### config.mk
export PLATFORM = sky130hd
export DESIGN_NAME = id_stage_hazard
export DESIGN_NICKNAME = d
export VERILOG_FILES = /design/src/rtl/id_stage_hazard.sv
export SDC_FILE = /design/constraint.sdc
export NUM_CORES = 2
export LEC_CHECK = 0
export CORE_UTILIZATION = 25
export CTS_CLUSTER_SIZE = 10
export DETAILED_ROUTE_END_ITERATION = 10
export PLACE_DENSITY_LB_ADDON = 0.12
export SLEW_MARGIN = 20
export SYNTH_ARGS = -nofsm -noshare
export SYNTH_HDL_FRONTEND = slang
export SYNTH_SLANG_ARGS = --single-unit
### constraint.sdc
create_clock -name CLK -period 48.7 [get_ports CLK]
set_input_delay 14.61 -clock CLK [delete_from_list [all_inputs] [get_ports CLK]]
set_output_delay 14.61 -clock CLK [all_outputs]
set_load 0.1 [all_outputs]
### src/rtl/id_stage_hazard.sv
// Instruction-decode stage: MIPS-style decode, write-through register file,
// load-use stall / flush handling, registered into an ID/EX pipeline register.
module id_stage_hazard #(
   parameter int DATA_W    = 32,
   parameter int NUM_REGS  = 32,
   parameter int HAZARD_EN = 1
) (
   input  logic              CLK,
   input  logic              RST,
   input  logic              if_valid_in,
   input  logic [31:0]       instruction_in,
   input  logic [DATA_W-1:0] npc_in,
   input  logic              flush_in,
   input  logic              wb_regwrite_in,
   input  logic [4:0]        wb_waddr_in,
   input  logic [DATA_W-1:0] wb_wdata_in,
   output logic              stall_out,
   output logic              ex_valid_out,
   output logic              branch_eq_out,
   output logic              branch_ne_out,
   output logic              jump_out,
   output logic              alusrc_out,
   output logic              memread_out,
   output logic              memwrite_out,
   output logic              regwrite_out,
   output logic              regdst_out,
   output logic              memtoreg_out,
   output logic [1:0]        aluop_out,
   output logic [DATA_W-1:0] npc_out,
   output logic [DATA_W-1:0] readdata1_out,
   output logic [DATA_W-1:0] readdata2_out,
   output logic [DATA_W-1:0] imm_out,
   output logic [4:0]        rs_out,
   output logic [4:0]        rt_out,
   output logic [4:0]        rd_out,
   output logic              illegal_out
);

   localparam int         AW = (NUM_REGS > 1) ? $clog2(NUM_REGS) : 1;
   localparam logic [5:0] NR = 6'(NUM_REGS);

   typedef enum logic [5:0] {
      OP_RTYPE = 6'h00,
      OP_J     = 6'h02,
      OP_BEQ   = 6'h04,
      OP_BNE   = 6'h05,
      OP_ADDI  = 6'h08,
      OP_ANDI  = 6'h0C,
      OP_ORI   = 6'h0D,
      OP_LW    = 6'h23,
      OP_SW    = 6'h2B
   } opcode_e;

   typedef struct packed {
      logic              valid;
      logic              branch_eq;
      logic              branch_ne;
      logic              jump;
      logic              alusrc;
      logic              memread;
      logic              memwrite;
      logic              regwrite;
      logic              regdst;
      logic              memtoreg;
      logic [1:0]        aluop;
      logic              illegal;
      logic [DATA_W-1:0] npc;
      logic [DATA_W-1:0] rd1;
      logic [DATA_W-1:0] rd2;
      logic [DATA_W-1:0] imm;
      logic [4:0]        rs;
      logic [4:0]        rt;
      logic [4:0]        rd;
   } idex_t;

   logic [DATA_W-1:0] regs [NUM_REGS];
   logic [5:0]        opcode;
   logic [4:0]        rs, rt, rd;
   logic              wb_en;
   logic              uses_rt;
   logic              hz;
   logic              bubble;
   idex_t             idex_d, idex_q;

   assign opcode = instruction_in[31:26];
   assign rs     = instruction_in[25:21];
   assign rt     = instruction_in[20:16];
   assign rd     = instruction_in[15:11];

   function automatic logic in_range(input logic [4:0] a);
      return {1'b0, a} < NR;
   endfunction

   assign wb_en = wb_regwrite_in && (wb_waddr_in != '0) && in_range(wb_waddr_in);

   always_ff @(posedge CLK or posedge RST) begin
      if (RST)
         regs <= '{default: '0};
      else if (wb_en)
         regs[wb_waddr_in[AW-1:0]] <= wb_wdata_in;
   end

   always_comb begin
      idex_d       = '0;
      idex_d.valid = 1'b1;
      idex_d.npc   = npc_in;
      idex_d.rs    = rs;
      idex_d.rt    = rt;
      idex_d.rd    = rd;
      idex_d.imm   = DATA_W'($signed(instruction_in[15:0]));

      // Same-cycle WB write is forwarded so a stalled re-decode sees fresh data
      if (rs != '0 && in_range(rs))
         idex_d.rd1 = (wb_en && wb_waddr_in == rs) ? wb_wdata_in : regs[rs[AW-1:0]];
      if (rt != '0 && in_range(rt))
         idex_d.rd2 = (wb_en && wb_waddr_in == rt) ? wb_wdata_in : regs[rt[AW-1:0]];

      case (opcode)
         OP_RTYPE: begin
            idex_d.regwrite = 1'b1;
            idex_d.regdst   = 1'b1;
            idex_d.aluop    = 2'b10;
         end
         OP_LW: begin
            idex_d.memread  = 1'b1;
            idex_d.memtoreg = 1'b1;
            idex_d.regwrite = 1'b1;
            idex_d.alusrc   = 1'b1;
         end
         OP_SW: begin
            idex_d.memwrite = 1'b1;
            idex_d.alusrc   = 1'b1;
         end
         OP_BEQ: begin
            idex_d.branch_eq = 1'b1;
            idex_d.aluop     = 2'b01;
         end
         OP_BNE: begin
            idex_d.branch_ne = 1'b1;
            idex_d.aluop     = 2'b01;
         end
         OP_J: begin
            idex_d.jump = 1'b1;
            idex_d.imm  = DATA_W'(instruction_in[25:0]);
         end
         OP_ADDI: begin
            idex_d.regwrite = 1'b1;
            idex_d.alusrc   = 1'b1;
         end
         OP_ANDI, OP_ORI: begin
            idex_d.regwrite = 1'b1;
            idex_d.alusrc   = 1'b1;
            idex_d.aluop    = 2'b11;
            idex_d.imm      = DATA_W'(instruction_in[15:0]);
         end
         default: idex_d.illegal = 1'b1;
      endcase
   end

   // Only these formats actually source rt as a register operand
   assign uses_rt   = opcode inside {OP_RTYPE, OP_SW, OP_BEQ, OP_BNE};
   assign hz        = idex_q.valid && idex_q.memread && (idex_q.rt != '0) && if_valid_in &&
                      ((idex_q.rt == rs) || ((idex_q.rt == rt) && uses_rt));
   assign stall_out = (HAZARD_EN != 0) && hz && !flush_in;
   assign bubble    = flush_in || stall_out || !if_valid_in;

   always_ff @(posedge CLK or posedge RST) begin
      if (RST)
         idex_q <= '0;
      else
         idex_q <= bubble ? '0 : idex_d;
   end

   assign ex_valid_out  = idex_q.valid;
   assign branch_eq_out = idex_q.branch_eq;
   assign branch_ne_out = idex_q.branch_ne;
   assign jump_out      = idex_q.jump;
   assign alusrc_out    = idex_q.alusrc;
   assign memread_out   = idex_q.memread;
   assign memwrite_out  = idex_q.memwrite;
   assign regwrite_out  = idex_q.regwrite;
   assign regdst_out    = idex_q.regdst;
   assign memtoreg_out  = idex_q.memtoreg;
   assign aluop_out     = idex_q.aluop;
   assign illegal_out   = idex_q.illegal;
   assign npc_out       = idex_q.npc;
   assign readdata1_out = idex_q.rd1;
   assign readdata2_out = idex_q.rd2;
   assign imm_out       = idex_q.imm;
   assign rs_out        = idex_q.rs;
   assign rt_out        = idex_q.rt;
   assign rd_out        = idex_q.rd;

endmodule

* Yosys cells after proc, flatten, opt, wreduce, memory -nomap -nowiden
Cells that the tools add are included.
** Word-level totals
- Logic and storage cells :: 121
- Bits of input ports :: 106
- Register bits :: 1180
- Output and inout port bits :: 157
** Cells by class
- Equal/unequal tests :: 12
- Order comparisons :: 4
- Bitwise operators :: 3
- Muxes and demuxes :: 25
- Reduce and logical (&&, ||, !) cells :: 26
** Operator list (count)
- bitwise mux 1024 bit :: 1
- binary-select mux 32 bit (select 5 bit) :: 2
- two-way mux 32 bit :: 9
- demux 32 bit (select 5 bit) :: 1
- two-way mux 156 bit :: 1
- one-hot mux 32 bit (2 select lines) :: 1
- == test 5 bit :: 4
- nonzero test 5 bit :: 4
- == test 6 x 4 -> 1 bit, second input constant :: 3
- greater-or-equal comparator 6 bit, second input constant :: 3
- NOT 5 -> 6 bit :: 3
- == test 6 x 3 -> 1 bit, second input constant :: 2
- == test 6 bit, second input constant :: 2
- logical AND 1 bit :: 10
- OR reduction 5 bit :: 2
- two-way mux 1 bit :: 9
- OR reduction 9 bit :: 1
- == test 6 x 2 -> 1 bit, second input constant :: 1
- logical NOT 6 bit :: 1
- < comparator 6 x 1 -> 1 bit, second input constant :: 1
- one-hot mux 2 bit (3 select lines) :: 1
- nonzero test 4 bit :: 1
- OR reduction 2 bit :: 2
- logical OR 1 bit :: 3
- logical NOT 1 bit :: 2

* Depth between registers and ports, before layout
- Depth in word-level cells :: 9
- Gate-level depth with buffers :: 9
- Mapped depth without buffers :: 6

* Least setup slack after synthesis
No wires, ideal clock.
- Kind :: input to output
- Start point :: input port instruction_in[19]
- End point :: output port stall_out
- Data arrival time :: 17.674 ns
- Path buffers :: 1
- Stages :: 5
- Data required time :: 34.090 ns
- Path slack :: 16.416 ns
- Cells stage by stage :: clkbuf_1 -> xor2_1 -> nor4_1 -> nand3_1 -> a211oi_1
** Between the ends
- Word-level cells in the longest chain between the ends :: 5
** Ends and longest elaborated chain
- start: declaration :: line 11 : input logic [31:0] instruction_in,
- == test 5 bit :: line 163 : ((idex_q.rt == rs) || ((idex_q.rt == rt) && uses_rt));
- logical AND 1 bit :: line 163
- logical OR 1 bit :: line 163
- logical AND 1 bit :: line 162 : assign hz = idex_q.valid && idex_q.memread && (idex_q.rt != '0) && if_valid_in &&
- logical AND 1 bit :: line 164 : assign stall_out = (HAZARD_EN != 0) && hz && !flush_in;
- end: declaration :: line 17 : output logic stall_out,
No other way between the ends.

* Final worst setup path
- Start point :: input port instruction_in[29]
- End point :: output port stall_out
** Between the ends
- Word-level cells in the longest chain between the ends :: 6
- Elaborated cells on any way between the ends :: 9
- Those cells by class :: eq/ne: 3; reduce/logical: 6
** Ends and longest elaborated chain
- == test 6 bit (tied with other cells) :: line 161 : assign uses_rt = opcode inside {OP_RTYPE, OP_SW, OP_BEQ, OP_BNE};
- nonzero test 4 bit (*) :: line 161
- logical AND 1 bit (*) :: line 163
- logical OR 1 bit (*) :: line 163
- logical AND 1 bit (*) :: line 162
- logical AND 1 bit (*) :: line 164
Every way passes the cells marked *; elsewhere a longest branch is shown, timed or not.

==> reports/summary.log <==
INFO  sta            min_period=32.13ns
INFO  synth          synth_warnings=0
INFO  synth          seq_area_frac_synth=0.487
INFO  synth          synth_most_common_cell=sky130_fd_sc_hd__dfrtp_1
INFO  synth          synth-main-ff-cell=sky130_fd_sc_hd__dfrtp_1
INFO  floorplan      design.portCount=263
INFO  routing        first_pass_iters=5
INFO  synth          adder_cell_area_share_of_the_yosys_netlist=0
INFO  global_route   grt_start_max_net_pins=116
INFO  setup_path     setup.worst_path.class=in -> out
INFO  floorplan      floorplan.die_area=242000µm²
INFO  setup_path     end_kind=primary output
INFO  synth          synth-async-reset-ratio=1.00
INFO  synth          synthesis.area_per_instance=14.3µm²
INFO  routing        detail_route.wirelength=226000µm
INFO  setup_path     critPathLaunch=instruction_in[29]
INFO  synth          synth_largest_type_area_fraction=0.487
INFO  floorplan      horizontal_die_dimension=492µm
INFO  floorplan      floorplan.rows=179
INFO  floorplan      die_height=492µm
INFO  synth          dominant_combinational_cell_family_by_area_after_synthesis=multiplexers
INFO  global_route   first_global_vias=41000
INFO  layout         final_core_utilization=0.296
INFO  layout         layout.nets=4384
INFO  sta            timing.final.crit_share=0.660
INFO  routing        wl_per_cell=30.0µm
INFO  placement      numPortBuffers=262
INFO  clock_network  clockRootBuffer=sky130_fd_sc_hd__clkbuf_16
INFO  synth          synth_xor_xnor_area_share=0.00291
INFO  global_route   grt_pass1_wl=324000µm
INFO  clock_network  clk_path_buf_depth=3
INFO  global_route   grt_antenna_before_repair=6
INFO  routing        drt-vias-per-instance=5.09
INFO  clock_network  cts_max_level=4
INFO  synth          synthDistinctLibCells=48
INFO  placement      detailed_place_hpwl=129000µm
INFO  layout         layoutNonFillerInstCount=7544
INFO  clock_network  postCtsResizedCells=0
INFO  synth          synth_largest_area_cell=sky130_fd_sc_hd__dfrtp_1
INFO  sta            setup_total_negative_slack=0ns
INFO  sta            worst_pin_slew=1.08ns
INFO  synth          postSynthRegisterBits=1169
INFO  hold_path      worstHoldPathType=reg -> reg
INFO  clock_network  cts_setup_buffers=0
INFO  sta            total_count_of_hold_check_failures_in_the_final_report=0
INFO  setup_path     r2r-end=readdata2_out[15]
INFO  global_route   grt_util_all_layers=0.187
INFO  layout         drive_gt1_frac=0.426
INFO  synth          post_synth_and_or_nand_nor_area_fraction=0.0512
INFO  clock_network  clock_buffers_created_by_tritoncts=149
INFO  clock_network  clock_insertion_delay_worst_skew=0.80ns
INFO  global_route   globalRoute.totalOverflow=0
INFO  flow_run       drv.max_cap_violation_count=0
INFO  clock_network  cts_hold_repair.buffers=0
INFO  routing        post-route-drc-count=0
INFO  synth          synth_mux_area_frac=0.376
INFO  setup_path     worst_r2r_path_depth=6
INFO  floorplan      floorplan.initialDensity=0.252
INFO  clock_network  tritoncts_clock_tree=yes
INFO  placement      place_inst=7294
INFO  synth          synthesized_instance_count=4213
INFO  sta            rsz0062_at_grt=false
INFO  synth          synth_edf_count=0
INFO  sta            fmaxAchievable=31.1MHz
INFO  setup_path     r2r_setup_slack=45.21ns
INFO  routing        dr.first_iter.drc_count=2158
INFO  setup_path     critPathArrivalTime=17.52ns
INFO  power_and_ir_drop power.density_cell_area=41.2nW/µm²
INFO  synth          synth_compound_gate_area_share=0.0476
INFO  sta            maxSlewViolCount=0
INFO  setup_path     worstSetupStartpointType=primary input
INFO  power_and_ir_drop vdd_drop_max=0.0266mV
INFO  synth          synth.net_count=4319
INFO  power_and_ir_drop power.leakage=29.4nW
INFO  routing        num_vias=38400
INFO  synth          synth_top_cells_by_area=sky130_fd_sc_hd__dfrtp_1 49%, sky130_fd_sc_hd__mux2_2 18%, sky130_fd_sc_hd__mux4_2 17%
INFO  setup_path     worstSetupEndpoint=stall_out
INFO  setup_path     crit_required=34.09ns
INFO  sta            finalClockSkew=0.0278ns
INFO  sta            relSlewSlack=0.268
INFO  routing        detail-route-antenna-nets=0
INFO  clock_network  clk_transition_reported_paths=0.05ns
INFO  sta            setup-violations-final=0
INFO  floorplan      core=239000µm²
INFO  setup_path     critical_path.max_fanout=13
INFO  layout         areaGrowthSynthToFinish=17.5%
INFO  clock_network  clock_sinks=1169
INFO  synth          post_synth_most_frequent_cells=1169 x sky130_fd_sc_hd__dfrtp_1, 985 x sky130_fd_sc_hd__mux2_2, 450 x sky130_fd_sc_hd__mux4_2
INFO  run_status     status=finished, final reports clean
INFO  setup_path     reg2reg_from=rt_out[1]
INFO  synth          synth.cell_area=60100µm²
INFO  placement      place.gp.congestion=0.732
[through the flow]
| stage | hold WS [ns] | power [mW] | area (µm²) | setup WS [ns] |
|---|---|---|---|---|
| 2_1_floorplan | 0.441 | 1.67 | 60100 | 1.16 |
| 3_3_place_gp | 0.377 | 1.82 | 65900 | 16.55 |
| 3_5_place_dp | 0.383 | 1.83 | 65900 | 16.58 |
| 4_1_cts | 0.396 | 2.95 | 70600 | 16.57 |
| 5_1_grt | 0.404 | 3.05 | 70600 | 16.52 |
| 6_report | 0.389 | 2.91 | 70600 | 16.57 |
[flip-flops by register name, indices dropped and copies added (netlist names), 4 cells and up]
register       flops
readdata1_out     32
imm_out           23
npc_out           32
rd_out             4
rs_out             5
rt_out             5
readdata2_out     32
regs            1024
[metal layers]
layer	track usage	up-vias	part of all wire
li1	-	16200	-
met1	0.243	21000	0.44
met2	0.320	873	0.50
met3	0.0277	319	0.036
met4	0.0544	0	0.027
met5	0	-	0
[worst max-delay path, cell delays in order]
cell                              delay [ns]
sky130_fd_sc_hd__clkdlybuf4s50_1        0.62
sky130_fd_sc_hd__nor3_1                 0.32
sky130_fd_sc_hd__a22o_1                 0.25
sky130_fd_sc_hd__nand3_1                0.11
sky130_fd_sc_hd__a211oi_1               0.39
sky130_fd_sc_hd__clkdlybuf4s50_1        1.21
[area by class of cell]
type	instances	area (µm²)
Antenna cell	4	10.0
Tap cell	3167	3960
Inverter	6	30.0
Multi-Input combinational cell	2549	28900
Sequential cell	1169	29300
Fill cell	24000	168000
Clock inverter	18	258
Clock buffer	228	4460
Timing Repair Buffer	403	3740
[cells in the final DEF (no fill, tap or decap), types with 4 or more instances in the layout]
cell	count
sky130_fd_sc_hd__nand2b_2	5
sky130_fd_sc_hd__bufinv_16	4
sky130_fd_sc_hd__a22oi_1	62
sky130_fd_sc_hd__mux2_1	7
sky130_fd_sc_hd__nor3_1	10
sky130_fd_sc_hd__and3_2	4
sky130_fd_sc_hd__dfrtp_1	1169
sky130_fd_sc_hd__nand2_2	17
sky130_fd_sc_hd__nand2_1	75
sky130_fd_sc_hd__nor2b_1	127
sky130_fd_sc_hd__buf_4	140
sky130_fd_sc_hd__clkinv_2	6
sky130_fd_sc_hd__nor4_1	50
sky130_fd_sc_hd__mux2_2	985
sky130_fd_sc_hd__diode_2	4
sky130_fd_sc_hd__clkinv_8	5
sky130_fd_sc_hd__buf_8	4
sky130_fd_sc_hd__nand4b_1	7
sky130_fd_sc_hd__buf_12	4
sky130_fd_sc_hd__clkbuf_1	43
sky130_fd_sc_hd__clkbuf_16	156
sky130_fd_sc_hd__nor4_2	20
sky130_fd_sc_hd__nor2_4	14
sky130_fd_sc_hd__xor2_1	18
sky130_fd_sc_hd__and2_1	57
sky130_fd_sc_hd__nor3b_1	4
sky130_fd_sc_hd__mux2i_1	128
sky130_fd_sc_hd__clkbuf_8	29
sky130_fd_sc_hd__nand3b_1	7
sky130_fd_sc_hd__nand3_1	7
sky130_fd_sc_hd__o41ai_1	62
sky130_fd_sc_hd__a21oi_1	75
sky130_fd_sc_hd__mux4_2	450
sky130_fd_sc_hd__clkdlybuf4s50_1	251
sky130_fd_sc_hd__a211oi_1	187
sky130_fd_sc_hd__nor2_1	140
[how the worst min path moves through the flow]
stage / to / slack [ns] / startpoint / depth (start not counted)
3_5_place_dp: regs[1004] / 0.38 / regs[1004] / 0
5_1_grt: regs[996] / 0.40 / regs[996] / 0
2_1_floorplan: regs[1000] / 0.44 / regs[1000] / 1
6_report: regs[996] / 0.39 / regs[996] / 0
3_3_place_gp: regs[1001] / 0.38 / regs[1001] / 0
4_1_cts: regs[996] / 0.40 / regs[996] / 0
[power breakdown]
group	total (mW)	switching [mW]	internal, mW
Combinational	0.561	0.258	0.303
Sequential	1.25	0.112	1.14
Clock	1.09	0.448	0.647
[cell families after synthesis]
group / Yosys count
multiplexers: 1570
flip-flops: 1169
AND/OR/NAND/NOR: 564
buffers and inverters: 495
XOR/XNOR: 20
AO/OA/AOI/OAI: 395
No activity file was read; power rests on OpenSTA's default activity.
